[src/rtl/sdram_pkg.sv]
// Shared definitions for the SDRAM request sequencer slice.
// Contents:
//   - Address field widths and bit positions of the linear word address
//     {bank[25:24], row[23:12], col[11:0]}.
//   - Sequencer FSM state encoding.
//   - Request FIFO entry layout {we, addr, wdata} (43 bits).
package sdram_pkg;

    localparam int BANK_W   = 2;
    localparam int ROW_W    = 12;
    localparam int COL_W    = 12;
    localparam int ADDR_W   = 26;
    localparam int DATA_W   = 16;

    localparam int COL_LSB  = 0;
    localparam int ROW_LSB  = 12;
    localparam int BANK_LSB = 24;

    localparam int ENTRY_W  = 1 + ADDR_W + DATA_W;

    typedef enum logic [1:0] {
        S_IDLE      = 2'd0,
        S_ISSUE     = 2'd1,
        S_WAIT_ACK  = 2'd2,
        S_WAIT_DONE = 2'd3
    } seq_state_e;

    typedef struct packed {
        logic              we;
        logic [ADDR_W-1:0] addr;
        logic [DATA_W-1:0] wdata;
    } req_entry_t;

endpackage

[src/rtl/sdram_req_fifo.sv]
// Synchronous request FIFO for the SDRAM sequencer.
// Ports:
//   SDRAM_CLK_IN  clock
//   reset         synchronous active-high reset, empties the FIFO
//   push / din    write an entry (ignored when full)
//   pop  / dout   consume the head entry (ignored when empty); dout shows the head
//   full, empty   status derived from the registered count
//   count         number of stored entries (log2(DEPTH)+1 bits)
module sdram_req_fifo #(
    parameter int WIDTH = 43,
    parameter int DEPTH = 4
) (
    input  logic                     SDRAM_CLK_IN,
    input  logic                     reset,
    input  logic                     push,
    input  logic                     pop,
    input  logic [WIDTH-1:0]         din,
    output logic [WIDTH-1:0]         dout,
    output logic                     full,
    output logic                     empty,
    output logic [$clog2(DEPTH):0]   count
);

    localparam int PTR_W = $clog2(DEPTH);
    localparam int CNT_W = PTR_W + 1;

    logic [WIDTH-1:0] mem [DEPTH];
    logic [PTR_W-1:0] wr_ptr;
    logic [PTR_W-1:0] rd_ptr;
    logic             wr_en;
    logic             rd_en;

    assign wr_en = push && !full;
    assign rd_en = pop && !empty;

    // DEPTH is a power of two, so the count reaches DEPTH exactly when its MSB sets.
    assign full  = count[PTR_W];
    assign empty = (count == '0);
    assign dout  = mem[rd_ptr];

    // Storage array: written on an accepted push, never reset since the
    // count alone decides which entries are meaningful.
    always_ff @(posedge SDRAM_CLK_IN) begin
        if (wr_en) begin
            mem[wr_ptr] <= din;
        end
    end

    // Pointers wrap naturally at DEPTH; a simultaneous push and pop leaves
    // the count unchanged.
    always_ff @(posedge SDRAM_CLK_IN) begin
        if (reset) begin
            wr_ptr <= '0;
            rd_ptr <= '0;
            count  <= '0;
        end else begin
            if (wr_en) begin
                wr_ptr <= wr_ptr + PTR_W'(1);
            end
            if (rd_en) begin
                rd_ptr <= rd_ptr + PTR_W'(1);
            end
            case ({wr_en, rd_en})
                2'b10:   count <= count + CNT_W'(1);
                2'b01:   count <= count - CNT_W'(1);
                default: count <= count;
            endcase
        end
    end

endmodule

[src/rtl/sdram_req_sequencer.sv]
// Front-end for the IS42S16160B SDRAM driver: queues user requests and
// issues them one at a time as active-low start strobes, watching the
// driver's process_flg to detect acceptance and completion.
// Ports:
//   SDRAM_CLK_IN, reset            clock (shared with driver), sync active-high reset
//   req_valid/req_ready            request handshake into the FIFO
//   req_we, req_addr, req_wdata    request op, {bank,row,col} address, write data
//   proc_flg                       driver busy indication
//   start_write, start_read        active-low one-cycle strobes to the driver
//   ADDR_ROW, ADDR_COL, BANK       address of the active request
//   cur_wdata                      write data of the active request (0 for reads)
//   done, done_we                  completion pulse and its op
//   err_timeout                    sticky abandon flag
//   done_cnt                       wrapping completed-request count
module sdram_req_sequencer
    import sdram_pkg::*;
#(
    parameter int FIFO_DEPTH   = 4,
    parameter int ACK_TIMEOUT  = 64,
    parameter int DONE_TIMEOUT = 1024
) (
    input  logic              SDRAM_CLK_IN,
    input  logic              reset,
    input  logic              req_valid,
    output logic              req_ready,
    input  logic              req_we,
    input  logic [ADDR_W-1:0] req_addr,
    input  logic [DATA_W-1:0] req_wdata,
    input  logic              proc_flg,
    output logic              start_write,
    output logic              start_read,
    output logic [ROW_W-1:0]  ADDR_ROW,
    output logic [COL_W-1:0]  ADDR_COL,
    output logic [BANK_W-1:0] BANK,
    output logic [DATA_W-1:0] cur_wdata,
    output logic              done,
    output logic              done_we,
    output logic              err_timeout,
    output logic [15:0]       done_cnt
);

    localparam int TMR_W = $clog2((DONE_TIMEOUT > ACK_TIMEOUT) ? DONE_TIMEOUT : ACK_TIMEOUT);
    localparam logic [TMR_W-1:0] ACK_LAST  = TMR_W'(ACK_TIMEOUT - 1);
    localparam logic [TMR_W-1:0] DONE_LAST = TMR_W'(DONE_TIMEOUT - 1);

    seq_state_e               state, next_state;
    logic [TMR_W-1:0]         timer, next_timer;
    logic                     cur_we, next_we;
    logic [ROW_W-1:0]         next_row;
    logic [COL_W-1:0]         next_col;
    logic [BANK_W-1:0]        next_bank;
    logic [DATA_W-1:0]        next_wdata;
    logic                     next_start_write, next_start_read;
    logic                     next_done, next_done_we, next_err;
    logic [15:0]              next_cnt;

    req_entry_t               fifo_din, fifo_dout;
    logic                     fifo_push, fifo_pop, fifo_full, fifo_empty;
    logic [$clog2(FIFO_DEPTH):0] fifo_count;
    logic                     unused_fifo_level;

    assign req_ready         = !fifo_full;
    assign fifo_push         = req_valid && req_ready;
    assign fifo_din          = {req_we, req_addr, req_wdata};
    assign unused_fifo_level = ^fifo_count;

    sdram_req_fifo #(
        .WIDTH (ENTRY_W),
        .DEPTH (FIFO_DEPTH)
    ) u_fifo (
        .SDRAM_CLK_IN (SDRAM_CLK_IN),
        .reset        (reset),
        .push         (fifo_push),
        .pop          (fifo_pop),
        .din          (fifo_din),
        .dout         (fifo_dout),
        .full         (fifo_full),
        .empty        (fifo_empty),
        .count        (fifo_count)
    );

    // Register stage: every output is registered so the strobe lands one
    // cycle after the address registers load, giving the driver a full
    // cycle of stable address before it sees the strobe.
    always_ff @(posedge SDRAM_CLK_IN) begin
        if (reset) begin
            state       <= S_IDLE;
            timer       <= '0;
            cur_we      <= 1'b0;
            ADDR_ROW    <= '0;
            ADDR_COL    <= '0;
            BANK        <= '0;
            cur_wdata   <= '0;
            start_write <= 1'b1;
            start_read  <= 1'b1;
            done        <= 1'b0;
            done_we     <= 1'b0;
            err_timeout <= 1'b0;
            done_cnt    <= '0;
        end else begin
            state       <= next_state;
            timer       <= next_timer;
            cur_we      <= next_we;
            ADDR_ROW    <= next_row;
            ADDR_COL    <= next_col;
            BANK        <= next_bank;
            cur_wdata   <= next_wdata;
            start_write <= next_start_write;
            start_read  <= next_start_read;
            done        <= next_done;
            done_we     <= next_done_we;
            err_timeout <= next_err;
            done_cnt    <= next_cnt;
        end
    end

    // Next-state logic. A request is popped only while the driver is idle,
    // then exactly one strobe is issued and the FSM waits for process_flg
    // to rise (accept) and fall (complete), abandoning on either timeout.
    always_comb begin
        next_state       = state;
        next_timer       = timer;
        next_we          = cur_we;
        next_row         = ADDR_ROW;
        next_col         = ADDR_COL;
        next_bank        = BANK;
        next_wdata       = cur_wdata;
        next_start_write = 1'b1;
        next_start_read  = 1'b1;
        next_done        = 1'b0;
        next_done_we     = done_we;
        next_err         = err_timeout;
        next_cnt         = done_cnt;
        fifo_pop         = 1'b0;

        case (state)
            S_IDLE: begin
                if (!fifo_empty && !proc_flg) begin
                    fifo_pop   = 1'b1;
                    next_we    = fifo_dout.we;
                    next_row   = fifo_dout.addr[ROW_LSB +: ROW_W];
                    next_col   = fifo_dout.addr[COL_LSB +: COL_W];
                    next_bank  = fifo_dout.addr[BANK_LSB +: BANK_W];
                    next_wdata = fifo_dout.we ? fifo_dout.wdata : '0;
                    next_state = S_ISSUE;
                end
            end
            S_ISSUE: begin
                next_start_write = !cur_we;
                next_start_read  = cur_we;
                next_timer       = '0;
                next_state       = S_WAIT_ACK;
            end
            S_WAIT_ACK: begin
                if (proc_flg) begin
                    next_timer = '0;
                    next_state = S_WAIT_DONE;
                end else if (timer == ACK_LAST) begin
                    next_err   = 1'b1;
                    next_state = S_IDLE;
                end else begin
                    next_timer = timer + TMR_W'(1);
                end
            end
            S_WAIT_DONE: begin
                if (!proc_flg) begin
                    next_done    = 1'b1;
                    next_done_we = cur_we;
                    next_cnt     = done_cnt + 16'd1;
                    next_state   = S_IDLE;
                end else if (timer == DONE_LAST) begin
                    next_err   = 1'b1;
                    next_state = S_IDLE;
                end else begin
                    next_timer = timer + TMR_W'(1);
                end
            end
            default: begin
                next_state = S_IDLE;
            end
        endcase
    end

endmodule

[config.mk]
export PLATFORM = sky130hd
export DESIGN_NAME = sdram_req_sequencer
export DESIGN_NICKNAME = d
export VERILOG_FILES = /design/src/rtl/sdram_pkg.sv /design/src/rtl/sdram_req_fifo.sv /design/src/rtl/sdram_req_sequencer.sv
export SDC_FILE = /design/constraint.sdc
export NUM_CORES = 1
export LEC_CHECK = 0
export BUFFER_PORTS_ARGS = -buffer_cell sky130_fd_sc_hd__buf_2
export CAP_MARGIN = 15
export CELL_PAD_IN_SITES_DETAIL_PLACEMENT = 1
export CELL_PAD_IN_SITES_GLOBAL_PLACEMENT = 1
export CORE_MARGIN = 4
export CORE_UTILIZATION = 44
export DETAILED_ROUTE_END_ITERATION = 7
export PLACE_DENSITY_LB_ADDON = 0.1
export RECOVER_POWER = 50
export SLEW_MARGIN = 15
export SYNTH_ARGS = -nofsm -noshare
export SYNTH_HDL_FRONTEND = slang
export SYNTH_SLANG_ARGS = --single-unit
[constraint.sdc]
create_clock -name SDRAM_CLK_IN -period 2.6 [get_ports SDRAM_CLK_IN]
set_clock_uncertainty 0.05 [all_clocks]
set_input_delay 0.52 -clock SDRAM_CLK_IN [delete_from_list [all_inputs] [get_ports SDRAM_CLK_IN]]
set_output_delay 0.52 -clock SDRAM_CLK_IN [all_outputs]
set_load 0.02 [all_outputs]
# Word-level counts from Yosys, hierarchy flattened
# Memory sizes are Yosys's and may differ from the RTL's. A register that Yosys moved wholly into a read port is not among the register bits.
# Cells that the tools add are included.
# totals
register_bits,83
ramBits,172
input_bits,47
output_inout_bits,64
wordCells,87
n_memories,1
# memory_table
name,words,word_bits,rd,rd_clocked_by_memory_dff,wr,line_no,text
u_fifo.mem,4,43,1,1,1,sdram_req_fifo.sv:27,logic [WIDTH-1:0] mem [DEPTH];
# classes
add_sub_neg,6
eq_ne,16
mux,25
n_bitwise,3
n_reduce_logical,20
# op_table
cell,count
$mux 10,4
$pmux 10 s3,1
$add 16x1->16 const B,1
$mux 16,1
$mux 2,7
$ne 2x2->1 const B,6
$add 10x1->10 const B,1
$eq 10x10->1 const B,1
$eq 10x6->1 const B,1
$mux 1,9
$ne 3x3->1 const B,3
$pmux 2 s4,1
$eq 2x2->1 const B,3
$pmux 3 s2,1
$reduce_and 5->1,1
$add 2x1->2 const B,2
$eq 2x1->1 const B,2
$logic_and 1x1->1,4
$logic_not 1->1,4
$reduce_and 2->1,2
$reduce_and 4->1,1
$reduce_bool 2->1,2
$reduce_or 2->1,2
$add 3x1->3 const B,1
other kinds (7),9

# Depth between registers and ports, before layout
# Gate-level depths: netlist of run 1.
# logic_depth
word_depth,8
depth_mapped,10
depth_no_buf,9

# By module
# From an unflattened synthesis of run 1, not the netlist that was laid out.
# hier_totals
cells_unflattened,653
hier_area_um2,9825.7
# modules_own_cells
module,instances,cells_each,area_each_um2,seq_area_each_um2
sdram_req_fifo,1,277,6720.2,5345.1
sdram_req_sequencer,1,376,3105.5,1521.5

# Worst setup path after synthesis of run 1
# No wires, ideal clock.
# synth_path
path_type,in2reg
from,in proc_flg
to,reg u_fifo.count[2]
setup_time_ns,0.070
t_arrival_ns,2.360
t_required_ns,2.480
setup_slack_ns,0.119
cell_stages,10
n_path_buf,1
path_cell_list,nor3_1 > o31ai_1 > inv_2 > clkbuf_1 > ha_1 > inv_1 > fa_1 > xor2_1 > or3_1 > a21oi_1
# synth_via
elab_chain_cells,7
word_cells_on_any_way,9
cone_classes,eq/ne (2); mux (3); reduce/logical (4)
# synth_rtl
item,line_no,text
"start, declared",sdram_req_sequencer.sv:29,"input logic proc_flg,"
$logic_not 1->1 (*),--,
$logic_and 1x1->1 (*),sdram_req_sequencer.sv:138,if (!fifo_empty && !proc_flg) begin
$mux 1 (*),sdram_req_sequencer.sv:138,
$mux 1 (*),sdram_req_sequencer.sv:136,case (state)
$logic_and 1x1->1 (*),sdram_req_fifo.sv:34,assign rd_en = pop && !empty;
via u_fifo.rd_en,sdram_req_fifo.sv:31,logic rd_en;
$eq 2x1->1 / $eq 2x2->1 (equally long branches),sdram_req_fifo.sv:63,"case ({wr_en, rd_en})"
$pmux 3 s2 / $reduce_bool 2->1 (equally long branches),--,
"end signal, assigned",sdram_req_fifo.sv:64,2'b10: count <= count + CNT_W'(1);
"end signal, assigned",sdram_req_fifo.sv:65,2'b01: count <= count - CNT_W'(1);
"end signal, assigned",sdram_req_fifo.sv:66,default: count <= count;
"end, declared",sdram_req_fifo.sv:21,output logic [$clog2(DEPTH):0] count
# Mark *: on every way through the listed nets, which the timed path passes. The rest lies on a longest branch.
# A chain may end at the register's enable or synchronous reset.

# Worst setup path in the final report of run 1
# layout_path
from,reg state[1]
to,reg done_cnt[14]
# layout_via
elab_chain_cells,2
# layout_rtl
item,line_no,text
"start, declared",sdram_req_sequencer.sv:46,"seq_state_e state, next_state;"
"start signal, assigned",sdram_req_sequencer.sv:101,state <= next_state;
$eq 2x2->1,sdram_req_sequencer.sv:136,
$reduce_and 2->1 (no line),--,
"end signal, assigned",sdram_req_sequencer.sv:113,done_cnt <= next_cnt;
"end, declared",sdram_req_sequencer.sv:39,output logic [15:0] done_cnt
# Every way passes these cells.

==> results of run 1 <==
==> placed cells by master (no fill, tap or decap), drive strengths merged, types with 6 or more instances in the layout <==
master / count
o21ai: 15
clkbuf: 144
or3: 6
inv: 12
nand3: 9
nand2: 69
xor2: 9
mux4: 42
edfxtp: 172
clkinv: 10
nor3b: 17
nand4: 8
nor2: 47
xnor2: 8
ha: 7
a21oi: 56
nor3: 11
dfxtp: 85
buf: 28
==> kinds of logic (layout without fill, tap and decap cells) <==
family                   after synthesis  count (layout)
AO/OA/AOI/OAI                         86              86
XOR/XNOR                              17              17
adder cells (fa/ha/maj)                8               8
buffers and inverters                 45             198
flip-flops                           257             257
multiplexers                          47              47
AND/OR/NAND/NOR                      188             188
==> registers in the layout (all words and copies together), names as in the netlist, 3 cells and up, named ones only <==
signal / count
ADDR_COL: 12
ADDR_ROW: 12
cur_wdata: 16
done_cnt: 16
timer: 10
u_fifo.count: 3
u_fifo.mem: 172
==> stage by stage <==
stage | setup WS (ps) | hold slack (ps)
after CTS | 411 | 119
after detailed placement | 147 | 362
final | 352 | 191
after floorplan | 119 | 329
after global routing | 126 | 181
after global placement | 200 | 354
==> per-layer routing <==
layer | share of wire | vias to the layer above | GRT usage
met4 | 0.013 | 0 | 0.0380
met3 | 0.052 | 28 | 0.0343
met5 | 0 | - | 0
li1 | - | 2684 | -
met2 | 0.51 | 111 | 0.306
met1 | 0.43 | 2932 | 0.229
==> area by class of cell <==
cell class                      count  area share
Clock inverter                     14      0.0126
Inverter                           12     0.00392
Clock buffer                       38      0.0687
Tap cell                          280      0.0305
Sequential cell                   257       0.598
Multi-Input combinational cell    346       0.234
Timing Repair Buffer              134      0.0525
==> worst max-delay path, cell delays in order, from the launching register on <==
cell and delay, ps:
dfxtp_1 340, clkbuf_1 420, and3b_1 280, clkbuf_1 300, nand3_1 260, nor3_1 240, xnor2_1 150, nor2_1 50
==> worst max path at each step <==
stage / start / end / slack [ps]
final: state[1] / done_cnt[14] / 350
after global placement: proc_flg / u_fifo.count[2] / 200
after floorplan: proc_flg / u_fifo.count[2] / 120
after CTS: state[1] / u_fifo.count[2] / 410
after global routing: state[1] / done_cnt[12] / 130
after detailed placement: proc_flg / u_fifo.count[2] / 150
==> where the power goes <==
| group | internal, W | switching [W] |
|---|---|---|
| Clock | 0.00241 | 0.00155 |
| Sequential | 0.00491 | 0.000276 |
| Combinational | 0.000976 | 0.00140 |
| Total | 0.00830 | 0.00323 |
==> summary.txt, run 1 <==
Cells and area
  • Final instance area: around 11000 um2
  • Final net count: about 830
  • Reg area: just under 7000 um2
  • Ratio of cells with drive above 1 in the final layout: 0.171
  • Final cell count without fillers: 1081
  • Util after Layout: 0.528
  • Multi-input combinational cell area: about 2700 um2
  • # fillers: between 2000 and 2500
  • Area Growth Syn to Fin: 18.3%
  • ANT cells: 0

Logic synthesis
  • YS warnings: 0
  • Main combinational cell family by area after synthesis: multiplexers
  • #FFs+latches synth: 257
  • Synth Area in XOR/XNOR: 0.0153
  • Post-synthesis mux area share: 0.103
  • Adder-cell share of the synthesized area: 0.0111
  • Syn avg cell area: between 10 and 15 um2
  • Instance count of the mapped netlist: between 600 and 700
  • Synth cell count leaders: edfxtp_1 (172), dfxtp_1 (85), nand2_1 (68)
  • Top FF cell, synth: edfxtp_1
  • Post-synth ARST share: 0
  • Seq/Total Area, Yosys: 0.707
  • Top post-synthesis cells by area: edfxtp_1 (53%), dfxtp_1 (18%), mux4_2 (9.7%)
  • Post-synthesis simple-gate area fraction: 0.0943
  • Post-synth EDFFs: about 170
  • Cell variety after synth: between 50 and 60
  • Synth top area share: 0.532
  • Synth area leader: edfxtp_1
  • Synth Cell Area: slightly below 10000 um2
  • Most numerous cell in the Yosys netlist: edfxtp_1
  • Synth Net Count: between 700 and 800
  • Compound-Gate Fraction of Synth Area: 0.0518

Die
  • IO Pins: 111
  • Die width: between 150 and 200 um
  • Die area: between 20000 and 25000 um2
  • Core ar.: ~22000 um2
  • Die Y: roughly 160 um
  • Standard-cell row count: 54
  • Initial core utilization: 0.447

Clock network
  • Bufs on Longest Clock Path: 3
  • Clk root buf: clkbuf_16
  • CTS clk-pin slew, worst paths: ~60 ps
  • Post_cts resized: 0
  • CTS tree: built
  • Post-CTS Hold Fix Bufs: 0
  • TritonCTS Buffers: 28
  • Clock Sink Count: 257
  • # Post-CTS Setup Buffers: 0
  • Htree depth: 1
  • Clock Latency Late Sink: roughly 530 ps

Critical path
  • Reg-to-Reg End: done_cnt[14]
  • Arrival @ worst endpoint: about 2600 ps
  • R2R Setup Slk: around 350 ps
  • Reg-to-reg critical path startpoint: state[1]
  • Crit start category: flop
  • Kind of critical path: reg -> reg
  • CP Max Fanout: 13
  • Path depth of the worst reg2reg path: 7
  • Critical path capture point type: flop
  • CP required: roughly 2900 ps

GRT
  • First-pass GRT wire length: roughly 34000 um
  • Largest net degree at the start of global routing: a little over 60
  • Vias in the first global route: a little over 6000
  • Gr ovfl total: 0
  • Total GRT Usage: 0.175
  • Antenna violations before repair: 0

Outcome
  • Status: finished clean

Timing
  • Rel. slew slack: 0.201
  • Final worst path period share: 0.865
  • Final Setup Violations: 0
  • Final Max Tran Viols: 0
  • Period minus WS final: ~2200 ps
  • Final Hold Fails: 0
  • TNS Setup: 0 ps
  • Slew @ Worst Pin: 1200 ps
  • Unrepaired setup endpoints after global routing: no
  • Max Fclk: ~0.44 GHz

Detailed routing
  • Average wire per standard cell: 19.8 um
  • Antenna-violating nets left: 0
  • Number of remaining DRC errors: 0
  • First-iteration detailed-routing DRC count: ~290
  • Vias per cell: between 5 and 6
  • DRT Wirelength: 21400 um
  • DR pass1 iterations: 4
  • Vias: 5755

Pwr
  • Power, Total: 0.0115 W
  • Pwr Density: 1000 nW/um2
  • Leakage Power: between 3 and 4 nW
  • Peak VDD IR: roughly 700 uV

Placed design
  • Port Buffer Count: 110
  • RePlAce Congestion: around 0.72
  • Placed insts: roughly 1000
  • Dpl hpwl: 13100 um
  • Placed Area: about 11000 um2

Run
  • Max-cap violations: 0

Worst hold path
  • Hold Startpoint: req_addr[0]
  • Hold WC Path Type: in -> reg
  • WHS Path Cells: 1
  • Worst Hold End: u_fifo.mem[1][16]
Power figures use the tool's default switching activity.
==> run 2, diff against run 1 <==
--- a/config.mk
+++ b/config.mk
@@ -5,12 +5,13 @@
 export SDC_FILE = /design/constraint.sdc
 export NUM_CORES = 1
 export LEC_CHECK = 0
+export ABC_AREA = 1
 export BUFFER_PORTS_ARGS = -buffer_cell sky130_fd_sc_hd__buf_2
 export CAP_MARGIN = 15
 export CELL_PAD_IN_SITES_DETAIL_PLACEMENT = 1
 export CELL_PAD_IN_SITES_GLOBAL_PLACEMENT = 1
 export CORE_MARGIN = 4
-export CORE_UTILIZATION = 44
+export CORE_UTILIZATION = 42
 export DETAILED_ROUTE_END_ITERATION = 7
 export PLACE_DENSITY_LB_ADDON = 0.1
 export RECOVER_POWER = 50
==> run 2 against run 1 <==
  * Routed wire length is 12% higher
  * Sequential power is 2% higher
  * Flip-flop and latch count stayed put
  * Global-route usage is 0.66 points higher
  * Final area is 2.9% higher
  * Die area is 7.5% higher
  * Worst setup slack better by 61 ps
  * Core utilization is 2.4 points lower
  * Area after synthesis is 3.1% higher
  * Fmax is 2.8% higher
  * Critical endpoint is now u_fifo.mem[0][17]
  * Clock power is 3% higher
  * Synthesized cell count is 42% higher
==> summary.txt, run 2 <==
Outcome
  • Status: finished clean

Pwr
  • Pwr Density: 1030 nW/um2 (+2.9%)
  • Peak VDD IR: 603 uV (-13%)
  • Power, Total: 0.0122 W (+5.9%)
  • Comb pwr share: 0.233 (+0.027)
  • P_sw: 0.00383 W (+19%)
  • Leakage Power: 4.34 nW (+16%)
  • Net Sw Frac: 0.314 (+0.0341)
  • Part of the power in the clock network: 0.335 (-0.009)
  • Flop pwr share: 0.432 (-0.018)
  • Internal: 0.00837 W (+0.86%)

Logic synthesis
  • Syn avg cell area: 10.9 um2 (-28%)
  • Post-synth ARST share: 0 (unchanged)
  • Top FF cell, synth: edfxtp_1
  • Synth Cell Area: 10000 um2 (+3.1%)
  • Instance count of the mapped netlist: 922 (+42%)
  • Post-synth EDFFs: 172 (unchanged)
  • Seq/Total Area, Yosys: 0.686 (-0.0209)
  • YS warnings: 0 (unchanged)
  • Synth Net Count: 977 (+39%)
  • Synth area leader: edfxtp_1
  • Most numerous cell in the Yosys netlist: nor2_1
  • Synth top area share: 0.516 (-0.0157)
  • Cell variety after synth: 35 (-33%)
  • #FFs+latches synth: 257 (unchanged)
  • Synth cell count leaders: nor2_1 (188), edfxtp_1 (172), o21ai_0 (130)
  • Top post-synthesis cells by area: edfxtp_1 (52%), dfxtp_1 (17%), nor2_1 (7.0%)

Die
  • Die area: 26400 um2 (+7.5%)
  • Core ar.: 23500 um2 (+7.9%)
  • Die Y: 162 um (+3.7%)
  • IO Pins: 111 (unchanged)
  • Standard-cell row count: 56 (+3.7%)
  • Die width: 162 um (+3.7%)
  • Initial core utilization: 0.427 (-0.0200)

Critical path
  • Worst setup path start: u_fifo.count[2]
  • Arrival @ worst endpoint: 2280 ps (-290 ps)
  • Crit start category: flop
  • Kind of critical path: reg -> reg
  • CP required: 2690 ps (-230 ps)
  • Reg-to-reg critical path startpoint: u_fifo.count[2]
  • Path depth of the worst reg2reg path: 5 (-2)
  • Critical path capture point type: flop
  • CP Max Fanout: 14 (+1)
  • Crit path capture: u_fifo.mem[0][17]
  • Reg-to-Reg End: u_fifo.mem[0][17]
  • R2R Setup Slk: 410 ps (+60 ps)

Timing
  • Final Setup Violations: 0 (unchanged)
  • Final worst path period share: 0.841 (-0.0233)
  • Period minus WS final: 2190 ps (-60.7 ps)
  • Rel. slew slack: 0.323 (+0.122)
  • Unrepaired setup endpoints after global routing: no
  • Final Max Tran Viols: 0 (unchanged)
  • Slew @ Worst Pin: 1020 ps (-183 ps)
  • Final Hold Fails: 0 (unchanged)
  • Worst Setup Slack, final: 412 ps (+60.7 ps)
  • Max Fclk: 0.457 GHz (+2.8%)

Clock network
  • Bufs on Longest Clock Path: 3 (unchanged)
  • Post-CTS Hold Fix Bufs: 0 (unchanged)
  • CTS clk-pin slew, worst paths: 60 ps (about the same)
  • Clock Latency Late Sink: 520 ps (about the same)
  • Clock Sink Count: 257 (unchanged)
  • CTS tree: built
  • TritonCTS Buffers: 28 (unchanged)
  • Htree depth: 1 (unchanged)
  • Clk root buf: clkbuf_16

GRT
  • Total GRT Usage: 0.182 (+0.00663)
  • Largest net degree at the start of global routing: 83 (+34%)
  • Gr ovfl total: 0 (unchanged)
  • Antenna violations before repair: 4 (+4)
  • First-pass GRT wire length: 38500 um (+14%)
  • Vias in the first global route: 7303 (+19%)

Worst hold path
  • Hold WC Path Type: in -> reg
  • Hold Startpoint: req_addr[12]

Cells and area
  • # fillers: 2575 (+18%)
  • Biggest regs: u_fifo.mem: 172 flops, cur_wdata: 16 flops, done_cnt: 16 flops
  • Commonest non-fill, non-tap cell in the layout: nor2_1
  • Area Growth Syn to Fin: 18.1%
  • Ratio of cells with drive above 1 in the final layout: 0.155 (-0.0165)
  • Final net count: 1094 (+31%)
  • Util after Layout: 0.504 (-0.0242)
  • Max reg flops: 172 (unchanged)
  • Most frequent cells in the layout: nor2_1 (186), edfxtp_1 (172), o21ai_0 (130)
  • Largest Register: u_fifo.mem

Detailed routing
  • Vias per cell: 5.08 (-4.6%)
  • Number of remaining DRC errors: 0 (unchanged)
  • Average wire per standard cell: 17.3 um (-13%)
  • DR pass1 iterations: 6 (+2)
  • First-iteration detailed-routing DRC count: 345 (+19%)
  • Antenna-violating nets left: 0 (unchanged)
  • DRT Wirelength: 23900 um (+12%)
  • Vias: 7014 (+22%)

Run
  • Max-cap violations: 0 (unchanged)

Placed design
  • RePlAce Congestion: 0.730 (+2.0%)
  • Setup slack at placement: 216 ps (+69.4 ps)
  • Dpl hpwl: 14700 um (+12%)
  • Port Buffer Count: 110 (unchanged)
## run 2: cell types whose count changed in the layout (fill, tap and decap cells not counted), sizes merged, moves of 42 or more
cell,before,now
nor2,47,193
o21ai,15,133
clkbuf,144,88
buf,28,80
inv,12,55
mux4,42,0
o22ai,0,42
## run 2: area by class of cell
type / count / area, um2 / share of cell area
Multi-Input combinational cell: 564 / 2710 / 0.229
Timing Repair Buffer: 132 / 656 / 0.0554
Sequential cell: 257 / 6870 / 0.581
Antenna cell: 1 / 2.50 / 0.000212
Tap cell: 319 / 399 / 0.0337
Inverter: 56 / 210 / 0.0178
Clock buffer: 36 / 792 / 0.0670
Clock inverter: 16 / 186 / 0.0158
## run 2: worst min path at each step
stage                        end  slack [ps]  cells after the start
6_report       u_fifo.mem[0][28]         210                      1
3_3_place_gp         start_write         380                      1
4_1_cts        u_fifo.mem[2][28]         130                      1
5_1_grt         u_fifo.mem[0][3]         190                      1
2_1_floorplan        start_write         330                      1
3_5_place_dp         start_write         390                      1
## run 2: stage by stage
step | cell area (um2) | hold WS (ps) | std cells | TNS [ps]
after floorplan | 10000 | 328 | 922 | -72770
after global placement | 11000 | 379 | 1328 | 0
after detailed placement | 11000 | 388 | 1328 | 0
after CTS | 12000 | 135 | 1380 | 0
after global routing | 11800 | 188 | 1381 | 0
final | 11800 | 208 | 1381 | 0
## run 2: layer usage
| metal | share of wire | up-vias | global-route usage | routed length (um) |
|---|---|---|---|---|
| met5 | 0.0014 | - | 0 | 34 |
| met4 | 0.019 | 6 | 0.0481 | 461 |
| met3 | 0.056 | 46 | 0.0370 | 1330 |
| met2 | 0.48 | 141 | 0.310 | 11500 |
| met1 | 0.44 | 3402 | 0.239 | 10600 |
| li1 | - | 3419 | - | - |
## run 2: cell families after synthesis
logic type	after synthesis	share of synthesized area
AND/OR/NAND/NOR	333	0.139
buffers and inverters	101	0.0411
flip-flops	257	0.686
XOR/XNOR	2	0.00175
adder cells (fa/ha/maj)	8	0.0107
AO/OA/AOI/OAI	221	0.121
## run 2: worst max-delay path: stages, from the launching register on
cell and delay [ps]:
dfxtp_1 300, inv_1 120, nand2_1 110, clkbuf_1 300, nor2_4 160, clkbuf_1 770
## run 2: power groups by stage
stage	registers, W	logic, W	clock network [W]
after floorplan	0.00556	0.00171	0
after global placement	0.00532	0.00286	0
after detailed placement	0.00535	0.00292	0
after CTS	0.00527	0.00294	0.00420
after global routing	0.00534	0.00322	0.00439
final	0.00527	0.00284	0.00409
## run 2: what timing repair did
item	4_1_cts	5_1_grt
resized for setup	0	1
setup endpoints to repair	0	5
buffers inserted	0	0
